===== config.mk =====
export PLATFORM = sky130hd
export DESIGN_NAME = codec_config_sequencer
export DESIGN_NICKNAME = d
export VERILOG_FILES = /design/src/rtl/codec_config_sequencer.sv
export SDC_FILE = /design/constraint.sdc
export NUM_CORES = 1
export LEC_CHECK = 0
export CAP_MARGIN = 20
export CORE_ASPECT_RATIO = 0.9
export CORE_UTILIZATION = 52
export CTS_BUF_LIST = sky130_fd_sc_hd__clkbuf_4 sky130_fd_sc_hd__clkbuf_8 sky130_fd_sc_hd__clkbuf_16
export DETAILED_ROUTE_END_ITERATION = 12
export PLACE_DENSITY = 0.8
export SETUP_SLACK_MARGIN = 0.2
export SLEW_MARGIN = 25
export SYNTH_ARGS = -nofsm -noshare
export SYNTH_HDL_FRONTEND = slang
export SYNTH_SLANG_ARGS = --single-unit

===== constraint.sdc =====
create_clock -name CLK -period 2.4 [get_ports CLK]
set_input_delay 0.48 -clock CLK [delete_from_list [all_inputs] [get_ports CLK]]
set_output_delay 0.48 -clock CLK [all_outputs]
set_load 0.03 [all_outputs]

===== src/rtl/codec_config_sequencer.sv =====
// WM8731 power-up configuration sequencer: walks an 11-entry register table,
// one 24-bit I2C write per entry, with ACK-slot checking, timeout and retry.
module codec_config_sequencer #(
    parameter logic [7:0] DEV_ADDR   = 8'h34,
    parameter int         ACK_SLOT0  = 10,
    parameter int         ACK_SLOT1  = 19,
    parameter int         ACK_SLOT2  = 28,
    parameter int         TIMEOUT    = 40,
    parameter int         GAP_CYCLES = 4,
    parameter int         MAX_RETRY  = 3
) (
    input  logic        CLK,
    input  logic        RESET,
    input  logic        START,
    output logic [23:0] I2C_DATA,
    output logic        I2C_ACTIVATE,
    output logic        I2C_RESET,
    input  logic        I2C_END,
    input  logic        I2C_ACK,
    output logic        BUSY,
    output logic        DONE,
    output logic        ERROR,
    output logic [3:0]  IDX
);

    localparam int         CW   = $clog2(TIMEOUT + 1);
    localparam logic [3:0] LAST = 4'd10;

    typedef enum logic [2:0] {
        S_IDLE, S_LOAD, S_XFER, S_GAP, S_CHECK, S_DONE, S_FAIL
    } state_t;

    state_t          state_q, state_d;
    logic [23:0]     data_q, data_d;
    logic [3:0]      idx_q, idx_d;
    logic [1:0]      retry_q, retry_d;
    logic [CW-1:0]   cyc_q, cyc_d;
    logic            nack_q, nack_d;
    logic            done_q, done_d;
    logic            err_q, err_d;
    logic            busy_q, busy_d;
    logic            act_q, act_d;
    logic            srst_q, srst_d;
    logic            at_slot;

    function automatic logic [15:0] reg_table(input logic [3:0] i);
        case (i)
            4'd0:    return 16'h1E00;
            4'd1:    return 16'h0097;
            4'd2:    return 16'h0297;
            4'd3:    return 16'h0479;
            4'd4:    return 16'h0679;
            4'd5:    return 16'h0815;
            4'd6:    return 16'h0A00;
            4'd7:    return 16'h0C00;
            4'd8:    return 16'h0E42;
            4'd9:    return 16'h1000;
            4'd10:   return 16'h1201;
            default: return 16'h0000;
        endcase
    endfunction

    assign at_slot = (cyc_q == CW'(ACK_SLOT0)) || (cyc_q == CW'(ACK_SLOT1)) ||
                     (cyc_q == CW'(ACK_SLOT2));

    always_comb begin
        state_d = state_q;
        data_d  = data_q;
        idx_d   = idx_q;
        retry_d = retry_q;
        cyc_d   = cyc_q;
        nack_d  = nack_q;
        done_d  = done_q;
        err_d   = err_q;
        case (state_q)
            S_IDLE, S_DONE, S_FAIL: begin
                if (START) begin
                    state_d = S_LOAD;
                    idx_d   = '0;
                    retry_d = '0;
                    done_d  = 1'b0;
                    err_d   = 1'b0;
                end
            end
            S_LOAD: begin
                data_d  = {DEV_ADDR, reg_table(idx_q)};
                cyc_d   = '0;
                nack_d  = 1'b0;
                state_d = S_XFER;
            end
            S_XFER: begin
                cyc_d = cyc_q + CW'(1);
                if (at_slot && I2C_ACK)
                    nack_d = 1'b1;
                // END on the last allowed cycle still counts as a clean finish
                if (I2C_END) begin
                    state_d = S_GAP;
                    cyc_d   = '0;
                end else if (cyc_q == CW'(TIMEOUT - 1)) begin
                    nack_d  = 1'b1;
                    state_d = S_GAP;
                    cyc_d   = '0;
                end
            end
            S_GAP: begin
                if (cyc_q == CW'(GAP_CYCLES - 1)) begin
                    cyc_d   = '0;
                    state_d = S_CHECK;
                end else begin
                    cyc_d = cyc_q + CW'(1);
                end
            end
            S_CHECK: begin
                if (nack_q) begin
                    if (retry_q == 2'(MAX_RETRY)) begin
                        err_d   = 1'b1;
                        state_d = S_FAIL;
                    end else begin
                        retry_d = retry_q + 2'd1;
                        state_d = S_LOAD;
                    end
                end else if (idx_q == LAST) begin
                    done_d  = 1'b1;
                    state_d = S_DONE;
                end else begin
                    idx_d   = idx_q + 4'd1;
                    retry_d = '0;
                    state_d = S_LOAD;
                end
            end
            default: state_d = S_IDLE;
        endcase
        // Status outputs track the state being entered so they stay registered
        busy_d = (state_d == S_LOAD) || (state_d == S_XFER) ||
                 (state_d == S_GAP)  || (state_d == S_CHECK);
        act_d  = (state_d == S_XFER);
        srst_d = (state_d != S_XFER);
    end

    always_ff @(posedge CLK or posedge RESET) begin
        if (RESET) begin
            state_q <= S_IDLE;
            data_q  <= '0;
            idx_q   <= '0;
            retry_q <= '0;
            cyc_q   <= '0;
            nack_q  <= 1'b0;
            done_q  <= 1'b0;
            err_q   <= 1'b0;
            busy_q  <= 1'b0;
            act_q   <= 1'b0;
            srst_q  <= 1'b1;
        end else begin
            state_q <= state_d;
            data_q  <= data_d;
            idx_q   <= idx_d;
            retry_q <= retry_d;
            cyc_q   <= cyc_d;
            nack_q  <= nack_d;
            done_q  <= done_d;
            err_q   <= err_d;
            busy_q  <= busy_d;
            act_q   <= act_d;
            srst_q  <= srst_d;
        end
    end

    assign I2C_DATA     = data_q;
    assign I2C_ACTIVATE = act_q;
    assign I2C_RESET    = srst_q;
    assign BUSY         = busy_q;
    assign DONE         = done_q;
    assign ERROR        = err_q;
    assign IDX          = idx_q;

endmodule


==> flow_metrics.py, run 1 <==
metrics = {
    "outcome": {
        "status": "completed",
    },
    "cells_and_area": {
        "n_antenna_cell": 0,
        "finalNonFillerCells": 282,
        "drive_above_1_share_pct": 9.664,
        "area_delta_synth_final_pct": 17.51,
        "nets": 250,
        "final_common_cell": "dfrtp_1",
        "layout_common_cells": "dfrtp_1, clkdlybuf4s50_1, nand2_1",
        "fill_cells": 296,
        "stdcell_area_um2": 2326,
    },
    "clock_tree": {
        "cts_setup_buffers": 0,
        "cts_resized": 0,
        "ctsHtreeMaxLevel": 2,
        "cts_root_buf": "clkbuf_8",
        "cts_sinks": 33,
        "clkLatencyLatePin_ns": 0.29,
        "cts_made_buffers": 5,
        "clockBufferDepth": 2,
        "cts.clk_slew.worst_paths_ns": 0.06,
        "hold_buffers": 0,
        "tritoncts": "yes",
    },
    "floorplan": {
        "start_util_pct": 56.50,
        "num_rows": 20,
        "design.die.area_um2": 4058,
        "core_area_um2": 3503,
        "fp.dieH_um": 60.53,
        "io_pins": 38,
        "die_x_um": 67.04,
    },
    "sta": {
        "slew_headroom_pct": 60.41,
        "worst_pin_slew_ns": 0.5789,
        "hold_viol": 0,
        "min_period_ns": 2.045,
        "fin_crit_sh_pct": 85.21,
        "max_freq_ghz": 0.4890,
        "clock_skew_ns": 0.006189,
        "setup_viol": 0,
        "tns_ns": 0,
        "slew_violations": 0,
        "rsz0062_at_grt": "false",
    },
    "synth": {
        "syn_area_um2": 1979,
        "synthFlopType": "dfrtp_1",
        "synth-xor-area-share_pct": 1.327,
        "synth_area_leaders": "dfrtp_1, ha_1, nand2_1",
        "postSynthCellCount": 214,
        "synth-seq-cells": 33,
        "syn_avg_cell_area_um2": 9.250,
        "synthMuxAreaShare_pct": 3.350,
        "synth_edf_count": 0,
        "synthAdderAreaFrac_pct": 5.563,
        "seq_area_frac_synth_pct": 41.78,
        "yosysTopAreaCell": "dfrtp_1",
        "yosysWarnings": 0,
        "yosys.area_share.simple_pct": 19.91,
        "synth_compound_area_share_pct": 18.20,
        "synth_top_family_by_area": "simple AND/OR/NAND/NOR gates",
        "synth_async_sr_flop_share_pct": 100.0,
        "synth_top_cell_area_share_pct": 40.46,
        "ys_types": 53,
    },
    "placed_design": {
        "dp_hpwl_mm": 2.571,
        "place.gp.congestion": 0.8523,
        "dp_cells": 274,
        "dpl-instance-area_um2": 2225,
        "portBuffers": 28,
    },
    "min_path": {
        "worstHoldPathType": "register to register",
    },
    "pwr": {
        "switching_share_pct": 43.03,
        "power_leakage_uw": 0.001011,
        "p_comb_share_pct": 50.2,
        "power.density_nw_per_um2": 1188,
        "p_clk_share_pct": 16.5,
        "p_switching_uw": 1189,
        "power.internal_uw": 1574,
        "vdd_ir_drop_max_v": 0.0006589,
        "power_frac_seq_pct": 33.3,
    },
    "setup_path": {
        "path_cells": "clkdlybuf4s50_1",
        "slowest_stage": "clkdlybuf4s50_1",
        "critPathArrivalTime_ns": 1.57,
        "required_ns": 1.92,
        "cp.buffers_inverters": 1,
        "cp_max_fo": 9,
        "cp-end-kind": "output port",
        "start_kind": "register",
        "critPathTopFamily": "buffers and inverters",
        "worstSetupPathType": "register to output port",
        "cpPeakStageDelay_ns": 0.74,
    },
    "global_routing": {
        "grtUsageTotal_pct": 20.56,
        "grt_pass1_vias": 1319,
        "grt_overflow_total": 0,
        "grt_pass1_wl_mm": 6.203,
        "grt_max_degree": 34,
        "antenna_found_initial": 0,
    },
    "route": {
        "viasPerCell": 5.365,
        "drt_pre_antenna_iters": 4,
        "route.vias.total": 1513,
        "drc": 0,
        "wirelength_mm": 3.643,
        "post_drt_wl_per_cell_um": 12.92,
        "ant_nets": 0,
        "drt_iter0_drc": 101,
    },
    "job": {
        "maxCapViolCount": 0,
    },
}
-- cells in the mapped netlist, drive strengths merged (6+ instances only) --
master / n
buf: 17
a21oi: 8
dfrtp: 32
clkbuf: 8
nor2: 14
inv: 9
ha: 8
nand3: 6
o21ai: 19
nand2: 25
-- registers in the layout, indices dropped and copies added, names as in the netlist --
name,cells
I2C_RESET,1
ERROR,1
retry_q,2
I2C_ACTIVATE,1
BUSY,1
state_q,3
I2C_DATA,12
cyc_q,6
IDX,4
nack_q,1
DONE,1
-- logic make-up (layout without fill, tap and decap cells) --
family	Yosys count	after routing
buffers and inverters	34	50
AND/OR/NAND/NOR	76	76
adder cells (fa/ha/maj)	9	9
other	1	9
AO/OA/AOI/OAI	52	52
flip-flops	33	33
multiplexers	6	6
XOR/XNOR	3	3
-- layer usage --
metal	up-vias	global-route usage (%)	wire length, um
met3	7	4.511	130
met1	696	29.32	1861
met5	-	0	0
met2	42	30.43	1593
met4	0	8.207	57
li1	768	-	-
-- power groups by stage --
stage / Combinational (uW) / Clock (uW) / Sequential (uW)
2_1_floorplan: 761 / 0 / 1140
3_3_place_gp: 1370 / 0 / 922
3_5_place_dp: 1380 / 0 / 931
4_1_cts: 1400 / 470 / 921
5_1_grt: 1530 / 492 / 953
6_report: 1390 / 456 / 920
-- worst paths after layout --
path                                   from            to  cells after the start  slack, ns
worst max-delay path                 IDX[3]        IDX[3]                      1       0.35
worst min-delay path            I2C_DATA[1]   I2C_DATA[1]                      2       0.48
worst max register to register   state_q[2]        IDX[1]                      4       0.42
worst min register to register  I2C_DATA[1]   I2C_DATA[1]                      2       0.48
max in group asynchronous             RESET     I2C_RESET                      3       1.49
min in group asynchronous             RESET  I2C_ACTIVATE                      3       0.58
-- area by class of cell --
type                    count  area [um^2]  share of cell area [%]
clock buffers               7        96.34                   4.142
flip-flops and latches     33        827.0                   35.56
clock inverters             1        5.005                  0.2152
repair buffers             33        317.8                   13.66
multi-input cells         155        991.0                   42.60
inverters                   9        33.78                   1.452
well taps                  44        55.05                   2.367
-- per-stage QoR --
step	power, uW	worst slack (ns)	utilization (%)	hold slack [ns]
floorplan	1902	0.5419	-	0.4897
global placement	2296	0.4664	63.50	0.4639
detailed placement	2315	0.4420	63.50	0.4724
CTS	2788	0.3475	66.39	0.4870
global route	2970	0.2394	66.39	0.4993
finish	2762	0.3550	66.39	0.4809
No activity file was read; power rests on OpenSTA's default activity.
==> run 2: changes to the inputs <==
--- a/config.mk
+++ b/config.mk
@@ -10,6 +10,7 @@
 export CORE_UTILIZATION = 52
 export CTS_BUF_LIST = sky130_fd_sc_hd__clkbuf_4 sky130_fd_sc_hd__clkbuf_8 sky130_fd_sc_hd__clkbuf_16
 export DETAILED_ROUTE_END_ITERATION = 12
+export GPL_TIMING_DRIVEN = 0
 export PLACE_DENSITY = 0.8
 export SETUP_SLACK_MARGIN = 0.2
 export SLEW_MARGIN = 25
==> run 2 against run 1 <==
Against the previous run:
- core utilization grew 3.0 points
- total power is essentially flat
- die area did not move
- critical path depth is the same
- non-clock buffer count rose by 20
- maximum frequency grew 3.0%
- clock-buffer cell count fell by 1
- sequential power down 2%
- sequential share of layout area is 1.5 points lower
- design area grew 4.5%
- via count rose by 7.5%
- first-iteration DRC count increased by 24%
==> flow_metrics.py, run 2 (same netlist as run 1, synthesis figures left out) <==
metrics = {
    "setup_path": {
        "cp.buffers_inverters": 1,
        "start_kind": "register",
        "slowest_stage": "clkdlybuf4s50_1",
        "cp_max_fo": 7,
        "cp-end-kind": "output port",
        "worstSetupPathType": "register to output port",
        "r2r_start": "IDX[0]",
        "required_ns": 1.92,
        "worstReg2RegEnd": "BUSY",
        "reg2reg_depth": 7,
        "r2r_slack_ns": 0.42,
        "critPathTopFamily": "buffers and inverters",
        "critPathArrivalTime_ns": 1.51,
        "cpPeakStageDelay_ns": 0.73,
        "path_cells": "clkdlybuf4s50_1",
    },
    "route": {
        "route.vias.total": 1626,
        "drc": 0,
        "drt_iter0_drc": 125,
        "wirelength_mm": 3.877,
        "drt_pre_antenna_iters": 4,
        "viasPerCell": 5.384,
        "ant_nets": 0,
        "post_drt_wl_per_cell_um": 12.84,
    },
    "placed_design": {
        "dp_hpwl_mm": 2.863,
        "dpl-instance-area_um2": 2345,
        "portBuffers": 28,
        "place.gp.congestion": 0.8366,
        "dp_cells": 294,
    },
    "floorplan": {
        "core_area_um2": 3503,
        "num_rows": 20,
        "io_pins": 38,
        "start_util_pct": 56.50,
        "die_x_um": 67.04,
        "fp.dieH_um": 60.53,
        "design.die.area_um2": 4058,
    },
    "pwr": {
        "vdd_ir_drop_max_v": 0.0005420,
        "power_leakage_uw": 0.001080,
        "power.internal_uw": 1548,
        "switching_share_pct": 44.02,
        "p_comb_share_pct": 52.5,
        "power_frac_seq_pct": 32.7,
        "p_switching_uw": 1217,
        "power.density_nw_per_um2": 1137,
        "p_clk_share_pct": 14.8,
    },
    "global_routing": {
        "grt_pass1_wl_mm": 6.417,
        "grt_pass1_vias": 1371,
        "grt_max_degree": 34,
        "grt_overflow_total": 0,
        "grtUsageMet1_pct": 31.45,
        "antenna_found_initial": 0,
        "use_met2_pct": 30.71,
        "grtUsageTotal_pct": 21.58,
        "met3_usage_pct": 4.135,
        "top_usage_layer": "met1",
    },
    "job": {
        "maxCapViolCount": 0,
    },
    "cells_and_area": {
        "area_delta_synth_final_pct": 22.82,
        "final_common_cell": "dfrtp_1",
        "largest_register_ffs": 12,
        "n_antenna_cell": 0,
        "finalNonFillerCells": 302,
        "layout_common_cells": "dfrtp_1, clkdlybuf4s50_1, nand2_1",
        "stdcell_area_um2": 2431,
        "drive_above_1_share_pct": 13.95,
        "nets": 270,
    },
    "sta": {
        "fin_crit_sh_pct": 82.74,
        "min_period_ns": 1.986,
        "tns_ns": 0,
        "slew_violations": 0,
        "setup_viol": 0,
        "hold_viol": 0,
        "slew_headroom_pct": 55.24,
        "rsz0062_at_grt": "false",
        "clock_skew_ns": 0.004142,
        "worst_pin_slew_ns": 0.6704,
        "max_freq_ghz": 0.5036,
    },
    "clock_tree": {
        "clockBufferDepth": 2,
        "cts_sinks": 33,
        "cts_setup_buffers": 0,
        "ctsHtreeMaxLevel": 2,
        "cts_made_buffers": 5,
        "tritoncts": "yes",
        "hold_buffers": 0,
        "cts.clk_slew.worst_paths_ns": 0.06,
        "clkLatencyLatePin_ns": 0.29,
        "cts_resized": 0,
        "cts_root_buf": "clkbuf_8",
    },
    "min_path": {
        "holdPathEnd": "I2C_DATA[1]",
        "hp-start": "I2C_DATA[1]",
        "min_path_cells": 2,
        "worstHoldPathType": "register to register",
    },
    "outcome": {
        "status": "completed",
    },
}
-- run 2: worst max-delay path by stage --
stage / from / end / depth (start not counted)
finish: IDX[0] / IDX[0] / 1
global route: cyc_q[0] / I2C_ACTIVATE / 6
CTS: IDX[0] / IDX[0] / 1
detailed placement: START / BUSY / 5
global placement: START / BUSY / 5
floorplan: IDX[1] / BUSY / 6
-- run 2: layer usage --
metal	wire, um	vias up
met5	0	-
met4	71	0
met3	210	8
met2	1640	49
met1	1955	762
li1	-	807
-- run 2: layout make-up --
class | count | area, um^2
Multi-Input combinational cell | 155 | 991.0
Fill cell | 282 | 1072
Buffer | 25 | 157.7
Tap cell | 44 | 55.05
Timing Repair Buffer | 28 | 280.3
Inverter | 9 | 33.78
Clock buffer | 6 | 76.32
Clock inverter | 2 | 10.01
Sequential cell | 33 | 827.0
-- run 2: power groups by stage --
| stage | Sequential (uW) | Combinational (uW) | Clock [uW] |
|---|---|---|---|
| finish | 904 | 1450 | 409 |
| global route | 925 | 1600 | 442 |
| CTS | 903 | 1450 | 423 |
| detailed placement | 914 | 1440 | 0 |
| global placement | 901 | 1420 | 0 |
| floorplan | 1140 | 761 | 0 |
-- run 2: metrics by stage --
step	hold WS (ns)	worst slack (ns)	util [%]	power [uW]
2_1_floorplan	0.4897	0.5419	-	1902
3_3_place_gp	0.4635	0.4139	66.93	2324
6_report	0.4776	0.4142	69.39	2765
4_1_cts	0.4873	0.4084	69.39	2779
3_5_place_dp	0.4730	0.4195	66.93	2359
5_1_grt	0.5104	0.2634	69.39	2965
==> run 3: changes to the inputs <==
==> constraint.sdc (replaced) <==
create_clock -name CLK -period 1.9 [get_ports CLK]
set_input_delay 0.38 -clock CLK [delete_from_list [all_inputs] [get_ports CLK]]
set_output_delay 0.38 -clock CLK [all_outputs]
set_load 0.03 [all_outputs]
==> run 3 against run 2 <==
Against the previous run:
- global-route usage is 1.6 points higher
- clock power is 40% higher
- highest routed layer unchanged
- cell count increased by 7.0%
- sequential power increased by 24%
- first-iteration DRC count down 6.4%
- via count is 9.6% higher
- wire length grew 24%
==> flow_metrics.py, run 3 (same netlist as run 1, synthesis figures left out) <==
metrics = {
    "placed_design": {
        "dp_hpwl_mm": 2.865,
        "preCtsSetupSlack_ns": 0.01862,
        "dp_cells": 294,
        "portBuffers": 28,
        "place.gp.congestion": 0.9044,
    },
    "floorplan": {
        "fp.dieH_um": 60.53,
        "num_rows": 20,
        "die_x_um": 67.04,
        "start_util_pct": 56.50,
        "core_area_um2": 3503,
        "io_pins": 38,
        "design.die.area_um2": 4058,
    },
    "sta": {
        "setup_ws_ns": 0.04899,
        "hold_viol": 0,
        "tns_ns": 0,
        "clock_skew_ns": 0.007268,
        "setup_viol": 0,
        "slew_violations": 0,
        "slew_headroom_pct": 55.94,
        "fin_crit_sh_pct": 97.42,
        "worst_pin_slew_ns": 0.6599,
        "min_period_ns": 1.851,
        "max_freq_ghz": 0.5402,
        "rsz0062_at_grt": "true",
    },
    "setup_path": {
        "start_kind": "register",
        "r2r_slack_ns": 0.05,
        "worstSetupPathType": "register to register",
        "cp_max_fo": 4,
        "path_cells": "buf_6, or3b_1, buf_6, a311oi_4, nand4_1, xor2_1, nor2_2",
        "endpoint": "IDX[3]",
        "reg2reg_depth": 7,
        "critical_path.startpoint": "state_q[1]",
        "worstReg2RegEnd": "IDX[3]",
        "slowest_stage": "dfrtp_1",
        "cp.buffers_inverters": 2,
        "r2r_start": "state_q[1]",
        "required_ns": 2.07,
        "critPathTopFamily": "simple AND/OR/NAND/NOR gates",
        "cp-end-kind": "register",
        "critPathArrivalTime_ns": 2.02,
        "cpPeakStageDelay_ns": 0.37,
        "crit_top_cell": "buf_6",
        "path_depth": 7,
    },
    "route": {
        "route.vias.total": 1782,
        "viasPerCell": 5.517,
        "ant_nets": 0,
        "drc": 0,
        "drt_pre_antenna_iters": 4,
        "drt_iter0_drc": 117,
        "wirelength_mm": 4.826,
        "post_drt_wl_per_cell_um": 14.94,
    },
    "clock_tree": {
        "hold_buffers": 0,
        "cts.clk_slew.worst_paths_ns": 0.07,
        "ctsHtreeMaxLevel": 2,
        "cts_sinks": 33,
        "cts_made_buffers": 5,
        "cts_root_buf": "clkbuf_8",
        "clkLatencyLatePin_ns": 0.28,
        "tritoncts": "yes",
        "clockBufferDepth": 2,
    },
    "cells_and_area": {
        "largest_register_ffs": 12,
        "layout_common_cells": "buf_4, dfrtp_1, nand2_1",
        "drive_above_1_share_pct": 30.47,
        "final_common_cell": "buf_4",
        "area_delta_synth_final_pct": 39.76,
        "nets": 291,
        "finalNonFillerCells": 323,
        "n_antenna_cell": 0,
    },
    "global_routing": {
        "grt_max_degree": 34,
        "grt_pass1_vias": 1462,
        "grtUsageTotal_pct": 23.23,
        "grt_overflow_total": 0,
        "grt_pass1_wl_mm": 7.003,
        "antenna_found_initial": 0,
    },
    "pwr": {
        "vdd_ir_drop_max_v": 0.0007621,
        "power.density_nw_per_um2": 1428,
        "finalPower_uw": 3952,
        "power_leakage_uw": 0.001409,
    },
    "min_path": {
        "worstHoldPathType": "register to register",
    },
    "outcome": {
        "status": "completed",
    },
    "job": {
        "maxCapViolCount": 0,
    },
}
run 3: cell types whose count changed in the layout (fill, tap and decap cells not counted), moves of 3 or more:
cell             change
buf_4               +22
clkbuf_1             -6
clkbuf_2             +5
clkdlybuf4s50_1     -21
dfrtp_1              -4
dfrtp_2              +4
dlygate4sd2_1        +9
dlymetal6s2s_1      +12
ha_1                 -3
run 3: timing repair:
item,CTS,global route
setup endpoints to repair,26,33
pin swaps,5,7
resized for setup,23,35
setup buffers,10,11
run 3: final cells by class:
class	count	area (um^2)
sequential	33	832.0
timing repair buffer	49	456.7
buffer	25	173.9
multi-input combinational	155	1117
fill	222	737.0
clock buffer	8	97.59
tap	44	55.05
inverter	9	33.78
run 3: through the flow:
stage / instance area (um^2) / hold WS [ns] / utilization [%]
2_1_floorplan: 2046 / 0.4897 / -
3_3_place_gp: 2381 / 0.4645 / 67.96
3_5_place_dp: 2381 / 0.4694 / 67.96
4_1_cts: 2599 / 0.4830 / 74.18
5_1_grt: 2766 / 0.4974 / 78.96
6_report: 2766 / 0.4767 / 78.96
run 3: power breakdown:
group | total [uW] | internal (uW) | switching, uW
logic | 2260 | 955 | 1300
clock network | 573 | 324 | 249
registers | 1120 | 954 | 170
run 3: how the worst min path moves through the flow:
stage                             from      endpoint  slack, ns  cells past startpoint
after floorplan               cyc_q[0]      cyc_q[0]       0.49                      1
after global placement    I2C_DATA[12]  I2C_DATA[12]       0.46                      2
after detailed placement   I2C_DATA[4]   I2C_DATA[4]       0.47                      1
after CTS                  I2C_DATA[4]   I2C_DATA[4]       0.48                      1
after global routing       I2C_DATA[4]   I2C_DATA[4]       0.50                      1
final                      I2C_DATA[1]   I2C_DATA[1]       0.48                      2
run 3: worst reg2reg max path: stages (launching register included):
cell	delay (ns)
dfrtp_1	0.37
buf_6	0.12
or3b_1	0.35
buf_6	0.14
a311oi_4	0.30
nand4_1	0.19
xor2_1	0.23
nor2_2	0.05
run 3: metal layers:
| layer | track usage (%) | vias to the layer above | wire length (um) |
|---|---|---|---|
| met5 | 0 | - | 0 |
| met4 | 7.295 | 0 | 110 |
| met3 | 5.263 | 15 | 288 |
| met2 | 34.00 | 68 | 2210 |
| met1 | 34.17 | 846 | 2216 |
| li1 | - | 853 | - |
